## src/rtl/imem_arb_pkg.sv

```systemverilog
// Shared types and constants for the instruction-ROM arbiter.
package imem_arb_pkg;

  typedef enum logic [1:0] {
    IDLE  = 2'd0,
    ISSUE = 2'd1,
    DRAIN = 2'd2,
    RESP  = 2'd3
  } state_t;

  typedef enum logic {
    REQ_IF = 1'b0,
    REQ_LD = 1'b1
  } req_id_t;

  localparam int DEF_DATA_WIDTH = 8;
  localparam int DEF_OUT_WIDTH  = 32;
  localparam int BYTES_PER_WORD = DEF_OUT_WIDTH / DEF_DATA_WIDTH;
  localparam int BYTE_CNT_WIDTH = 2;
  localparam logic [BYTE_CNT_WIDTH-1:0] LAST_BYTE = BYTE_CNT_WIDTH'(BYTES_PER_WORD - 1);

endpackage

```

## src/rtl/rr_arbiter2.sv

```systemverilog
// Two-way round-robin arbiter: combinational grant, registered last-grant bit.
// A lone request always wins; on contention the requester not served last wins.
module rr_arbiter2 (
  input  logic       clk,
  input  logic       rst,
  input  logic [1:0] req,
  input  logic       update_en,
  output logic [1:0] grant
);

  // 1 means requester 1 was served last; reset value gives requester 0 priority
  logic last_r;

  // Grant selection from the current requests and the last-served bit
  always_comb begin
    grant = 2'b00;
    case (req)
      2'b01:   grant = 2'b01;
      2'b10:   grant = 2'b10;
      2'b11:   grant = last_r ? 2'b01 : 2'b10;
      default: grant = 2'b00;
    endcase
  end

  // Last-served pointer, moved only when a grant is actually taken
  always_ff @(posedge clk) begin
    if (rst) begin
      last_r <= 1'b1;
    end else if (update_en) begin
      last_r <= grant[1];
    end else begin
      last_r <= last_r;
    end
  end

endmodule

```

## src/rtl/imem_arbiter.sv

```systemverilog
// Shares the byte-wide synchronous-read boot ROM between instruction fetch (IF)
// and ROM loads (LD). Each accepted request issues four byte reads, assembles
// them little-endian and pulses the word back to the requester that asked.
module imem_arbiter
  import imem_arb_pkg::*;
#(
  parameter int ADDRESS_WIDTH  = 32,
  parameter int DATA_WIDTH     = 8,
  parameter int OUT_WIDTH      = 32,
  parameter int MEM_ADDR_WIDTH = 12
) (
  input  logic                      clk,
  input  logic                      rst,
  input  logic                      if_req_valid,
  input  logic [ADDRESS_WIDTH-1:0]  if_req_addr,
  output logic                      if_req_ready,
  output logic                      if_resp_valid,
  output logic [OUT_WIDTH-1:0]      if_resp_data,
  input  logic                      ld_req_valid,
  input  logic [ADDRESS_WIDTH-1:0]  ld_req_addr,
  output logic                      ld_req_ready,
  output logic                      ld_resp_valid,
  output logic [OUT_WIDTH-1:0]      ld_resp_data,
  output logic                      rom_rd_en,
  output logic [MEM_ADDR_WIDTH-1:0] rom_addr,
  input  logic [DATA_WIDTH-1:0]     rom_rdata
);

  state_t                    state_r, state_next_s;
  req_id_t                   id_r;
  logic [BYTE_CNT_WIDTH-1:0] cnt_r;
  logic                      cap_valid_r;
  logic [BYTE_CNT_WIDTH-1:0] cap_lane_r;
  logic [OUT_WIDTH-1:0]      asm_r, asm_next_s;
  logic [1:0]                grant_s;
  logic                      accept_s;
  logic                      rd_en_next_s;
  logic                      if_fire_s, ld_fire_s;
  logic [MEM_ADDR_WIDTH-1:0] sel_addr_s;
  logic                      rom_rd_en_r;
  logic [MEM_ADDR_WIDTH-1:0] rom_addr_r;
  logic                      if_resp_valid_r, ld_resp_valid_r;
  logic [OUT_WIDTH-1:0]      if_resp_data_r, ld_resp_data_r;
  logic                      unused_addr_bits_s;

  // Only the ROM offset matters; the boot-region upper bits are dropped
  assign unused_addr_bits_s = ^{if_req_addr[ADDRESS_WIDTH-1:MEM_ADDR_WIDTH],
                                ld_req_addr[ADDRESS_WIDTH-1:MEM_ADDR_WIDTH]};

  rr_arbiter2 u_arb (
    .clk       (clk),
    .rst       (rst),
    .req       ({ld_req_valid, if_req_valid}),
    .update_en (accept_s),
    .grant     (grant_s)
  );

  assign accept_s   = (state_r == IDLE) && (grant_s != 2'b00);
  assign sel_addr_s = grant_s[1] ? ld_req_addr[MEM_ADDR_WIDTH-1:0]
                                 : if_req_addr[MEM_ADDR_WIDTH-1:0];

  // FSM state register
  always_ff @(posedge clk) begin
    if (rst) begin
      state_r <= IDLE;
    end else begin
      state_r <= state_next_s;
    end
  end

  // FSM next-state logic
  always_comb begin
    state_next_s = state_r;
    case (state_r)
      IDLE:    state_next_s = accept_s ? ISSUE : IDLE;
      ISSUE:   state_next_s = (cnt_r == LAST_BYTE) ? DRAIN : ISSUE;
      DRAIN:   state_next_s = RESP;
      RESP:    state_next_s = IDLE;
      default: state_next_s = IDLE;
    endcase
  end

  // FSM outputs: handshake readies plus next values for the registered outputs
  always_comb begin
    if_req_ready = (state_r == IDLE) && grant_s[0];
    ld_req_ready = (state_r == IDLE) && grant_s[1];
    rd_en_next_s = (state_next_s == ISSUE);
    if_fire_s    = (state_r == DRAIN) && (id_r == REQ_IF);
    ld_fire_s    = (state_r == DRAIN) && (id_r == REQ_LD);
  end

  // Drop each returning byte into the lane of the strobe that fetched it
  always_comb begin
    asm_next_s = asm_r;
    if (cap_valid_r) begin
      asm_next_s[int'(cap_lane_r) * DATA_WIDTH +: DATA_WIDTH] = rom_rdata;
    end else begin
      asm_next_s = asm_r;
    end
  end

  // Request latches, byte counter, ROM strobe/address and capture pipeline
  always_ff @(posedge clk) begin
    if (rst) begin
      id_r        <= REQ_IF;
      cnt_r       <= '0;
      rom_rd_en_r <= 1'b0;
      rom_addr_r  <= '0;
      cap_valid_r <= 1'b0;
      cap_lane_r  <= '0;
      asm_r       <= '0;
    end else begin
      rom_rd_en_r <= rd_en_next_s;
      cap_valid_r <= rom_rd_en_r;
      cap_lane_r  <= cnt_r;
      asm_r       <= asm_next_s;
      if (accept_s) begin
        id_r       <= grant_s[1] ? REQ_LD : REQ_IF;
        cnt_r      <= '0;
        rom_addr_r <= sel_addr_s;
      end else if (state_r == ISSUE) begin
        cnt_r <= cnt_r + BYTE_CNT_WIDTH'(1);
        // Offset add wraps naturally at the ROM size
        if (cnt_r != LAST_BYTE) begin
          rom_addr_r <= rom_addr_r + MEM_ADDR_WIDTH'(1);
        end else begin
          rom_addr_r <= rom_addr_r;
        end
      end else begin
        cnt_r      <= cnt_r;
        rom_addr_r <= rom_addr_r;
      end
    end
  end

  // Per-requester response registers; data holds until that requester's next word
  always_ff @(posedge clk) begin
    if (rst) begin
      if_resp_valid_r <= 1'b0;
      ld_resp_valid_r <= 1'b0;
      if_resp_data_r  <= '0;
      ld_resp_data_r  <= '0;
    end else begin
      if_resp_valid_r <= if_fire_s;
      ld_resp_valid_r <= ld_fire_s;
      if (if_fire_s) begin
        if_resp_data_r <= asm_next_s;
      end else begin
        if_resp_data_r <= if_resp_data_r;
      end
      if (ld_fire_s) begin
        ld_resp_data_r <= asm_next_s;
      end else begin
        ld_resp_data_r <= ld_resp_data_r;
      end
    end
  end

  assign rom_rd_en     = rom_rd_en_r;
  assign rom_addr      = rom_addr_r;
  assign if_resp_valid = if_resp_valid_r;
  assign if_resp_data  = if_resp_data_r;
  assign ld_resp_valid = ld_resp_valid_r;
  assign ld_resp_data  = ld_resp_data_r;

endmodule

```

## config.mk

```make
export PLATFORM = sky130hd
export DESIGN_NAME = imem_arbiter
export DESIGN_NICKNAME = d
export VERILOG_FILES = /design/src/rtl/imem_arb_pkg.sv /design/src/rtl/rr_arbiter2.sv /design/src/rtl/imem_arbiter.sv
export SDC_FILE = /design/constraint.sdc
export NUM_CORES = 1
export LEC_CHECK = 0
export BUFFER_PORTS_ARGS = -buffer_cell sky130_fd_sc_hd__buf_2
export CAP_MARGIN = 20
export CORE_ASPECT_RATIO = 0.75
export CORE_MARGIN = 1.5
export CORE_UTILIZATION = 30
export DETAILED_ROUTE_END_ITERATION = 8
export GPL_ROUTABILITY_DRIVEN = 0
export PLACE_DENSITY = 0.57
export SYNTH_ARGS = -nofsm -noshare
export SYNTH_HDL_FRONTEND = slang
export SYNTH_SLANG_ARGS = --single-unit
```

## constraint.sdc

```tcl
create_clock -name clk -period 5.7 [get_ports clk]
set_input_delay 1.14 -clock clk [delete_from_list [all_inputs] [get_ports clk]]
set_output_delay 1.14 -clock clk [all_outputs]
set_load 0.02 [all_outputs]
```

==> results_dict.tcl <==
set metrics [dict create \
    outcome "finished, final reports clean" \
    die_area_mm2 0.0160 \
    path_clk_slew_ps 50 \
    min-delay-start "rom_rd_en" \
    grt_use_total_pct 15.3 \
    post_cts_buffers 0 \
    cp-start-kind "input pin" \
    num_antenna_cells 0 \
    io_buffers 116 \
    finalInstanceArea_mm2 0.00591 \
    syn_nets 562 \
    hold_depth 1 \
    worst_ep_required_time_ps 4560 \
    ys_top_cells_by_area "dfxtp_1, a211oi_1, nor2_1" \
    synth-warning-count 0 \
    critPathCaptureType "output port" \
    post_cts_resized 0 \
    cap_violations 0 \
    slew_headroom_pct 43.6 \
    syn_area_per_cell_um2 9.54 \
    syn_area_mm2 0.00457 \
    fin_tns_setup_ps 0 \
    hp-class "flip-flop to flip-flop" \
    internal-power_mw 1.60 \
    fin_crit_ps 3450 \
    wirelength_mm 11.9 \
    synth_top_area_share_pct 52.6 \
    synth-edff-count 0 \
    critPathBufInv 3 \
    ff_latch_area_mm2 0.00240 \
    p_sw_mw 0.485 \
    r2r_start "cap_lane_r[0]" \
    die_w_um 145 \
    wl_per_cell_um 15.0 \
    ctsRootBufferMaster "clkbuf_16" \
    worst_skew_pair.late_latency_ps 410 \
    cts_sinks 120 \
    synth.largest_area_cell "dfxtp_1" \
    ys_types 42 \
    reg2reg_depth 6 \
    hold_viol_final 0 \
    switching_share_pct 23.2 \
    core_mm2 0.0147 \
    cts_tree "yes" \
    r2r_slack_ps 3270 \
    htreeDepth 4 \
    min_to "cap_valid_r" \
    overflow 0 \
    antenna_found_initial 0 \
    die_y_um 110 \
    pin_count 157 \
    num_vias 3969 \
    drv_slew 0 \
    slowest_stage "a21boi_2" \
    antenna_left 0 \
    yosys_register_bits 120 \
    final_layout_size_suffix_gt1_share_pct 27.7 \
    postCtsHoldBufs 0 \
    critPathKind "input pin to output port" \
    row_count 38 \
    ir_worst_vdd_uv 206 \
    via_per_inst 4.99 \
    finClkSkew_ps 13.6 \
    cp_cell_sequence "buf_2 > a21boi_2 > nand2_1 > inv_1 > buf_2" \
    grt_max_degree 65 \
    power_density_mw_per_mm2 353 \
    tightest_slew_ps 842 \
    slowest_delay_ps 650 \
    power.leakage_nw 2.35 \
    layout.nets 665 \
    combPwrFrac_pct 5.8 \
    setup_viol 0 \
    postSynth.asyncResetShare_pct 0 \
    nFillCells 1456 \
    fmaxAchievable_ghz 0.290 \
    crit_path_frequent_cell "buf_2" \
    drtPass1Iterations 4 \
    start_util_pct 31.1 \
    drc 0 \
    initialDrtViolationCount 229 \
    fin_crit_sh_pct 60.5 \
    cts_buffer_depth 2 \
    arrival_ps 2310 \
    startpoint "if_req_valid" \
    synth-main-ff-cell "dfxtp_1" \
    crit_family "compound AO/OA/AOI/OAI gates" \
    rsz0062_at_grt "no" \
    yosysSeqAreaShare_pct 52.6 \
    hpwl_mm 8.22 \
    cp_max_fo 14 \
    timing.rr.end "if_resp_data[16]" \
    pwr-share-seq_pct 41.7 \
    areaGrowthSynthToFinish_pct 29.4 \
    grt_pass1_vias 3758 \
    grt_pass1_wl_mm 19.3 \
    placed_cell_area_mm2 0.00530 \
    clkPwrFrac_pct 52.6 \
    numCtsBuffers 17 \
    multi_input_area_mm2 0.00201 \
    synthCells 479 \
]
power by group through the flow:
stage               sequential, mW  combinational, mW  clock [mW]
floorplan                    0.893             0.0708           0
global placement             0.886              0.118           0
detailed placement           0.887              0.120           0
CTS                          0.869              0.121        1.12
global route                 0.871              0.131        1.16
finish                       0.869              0.121        1.10
cells in the mapped netlist (5+ instances only):
master / count
nor3_1: 5
a21oi_1: 15
mux2i_1: 8
nand3_1: 6
ha_1: 7
buf_1: 5
mux2_2: 5
nor2_1: 103
a22oi_1: 37
nand2_1: 13
nor2b_1: 7
buf_2: 6
o32a_1: 5
dfxtp_1: 120
o21ai_0: 7
clkbuf_1: 23
a211oi_1: 66
state kept, by name (all words and copies together), names as in the netlist:
signal / count
asm_r: 32
if_resp_data: 32
ld_resp_data: 32
rom_addr: 12
cap_lane_r: 2
cnt_r: 2
state_r: 2
cap_valid_r: 1
id_r: 1
if_resp_valid: 1
ld_resp_valid: 1
rom_rd_en: 1
u_arb.last_r: 1
how the worst max path moves through the flow:
stage	to	slack, ps	cells past startpoint
finish	ld_req_ready	2250	5
global route	ld_req_ready	2110	5
CTS	ld_req_ready	2230	5
detailed placement	ld_req_ready	2230	5
global placement	ld_req_ready	2260	5
floorplan	ld_req_ready	2680	4
layout make-up:
cell class / instances / share of cell area (%)
multi-input cells: 320 / 34.0
well taps: 200 / 4.23
clock inverters: 14 / 2.96
repair buffers: 119 / 10.5
inverters: 4 / 0.254
flip-flops and latches: 120 / 40.6
clock buffers: 18 / 7.43
cell families (layout without fill, tap and decap cells):
group	after synthesis	in the layout	synth area share [%]
AOI/OAI and AO/OA	139	139	22.2
xor gates and xnor gates	2	2	0.384
adders and majority gates	7	7	1.92
buffers and inverters	39	155	3.53
DFF	120	120	52.6
muxes	13	13	2.99
and+or+nand+nor	159	159	16.4
through the flow:
step	cells	power, mW	hold WS [ps]	util, %	worst slack, ps
detailed placement	763	1.01	476	36.1	2230
global route	795	2.16	499	40.2	2110
floorplan	479	0.964	432	-	2680
CTS	795	2.11	485	40.2	2230
global placement	762	1.00	478	35.9	2260
finish	795	2.09	482	40.2	2250
per-layer routing:
metal  GRT usage (%)  vias up  share of wire, %
met5               0        -                 0
met4            5.25        0              0.86
met3            4.19       11               6.4
met2            23.7      118                43
met1            20.7     1886                50
li1                -     1954                 -
cell usage in the layout, fill, tap and decap left out, types with 6 or more instances in the layout:
master | synthesis | layout
a22oi_1 | 37 | 37
a211oi_1 | 66 | 66
ha_1 | 7 | 7
dfxtp_1 | 120 | 120
a21oi_1 | 15 | 15
nor2b_1 | 7 | 7
mux2i_1 | 8 | 8
buf_2 | 6 | 115
nor2_1 | 103 | 102
o21ai_0 | 7 | 7
clkbuf_16 | 0 | 17
nand2_1 | 13 | 13
nand3_1 | 6 | 6
Power figures use the tool's default switching activity.
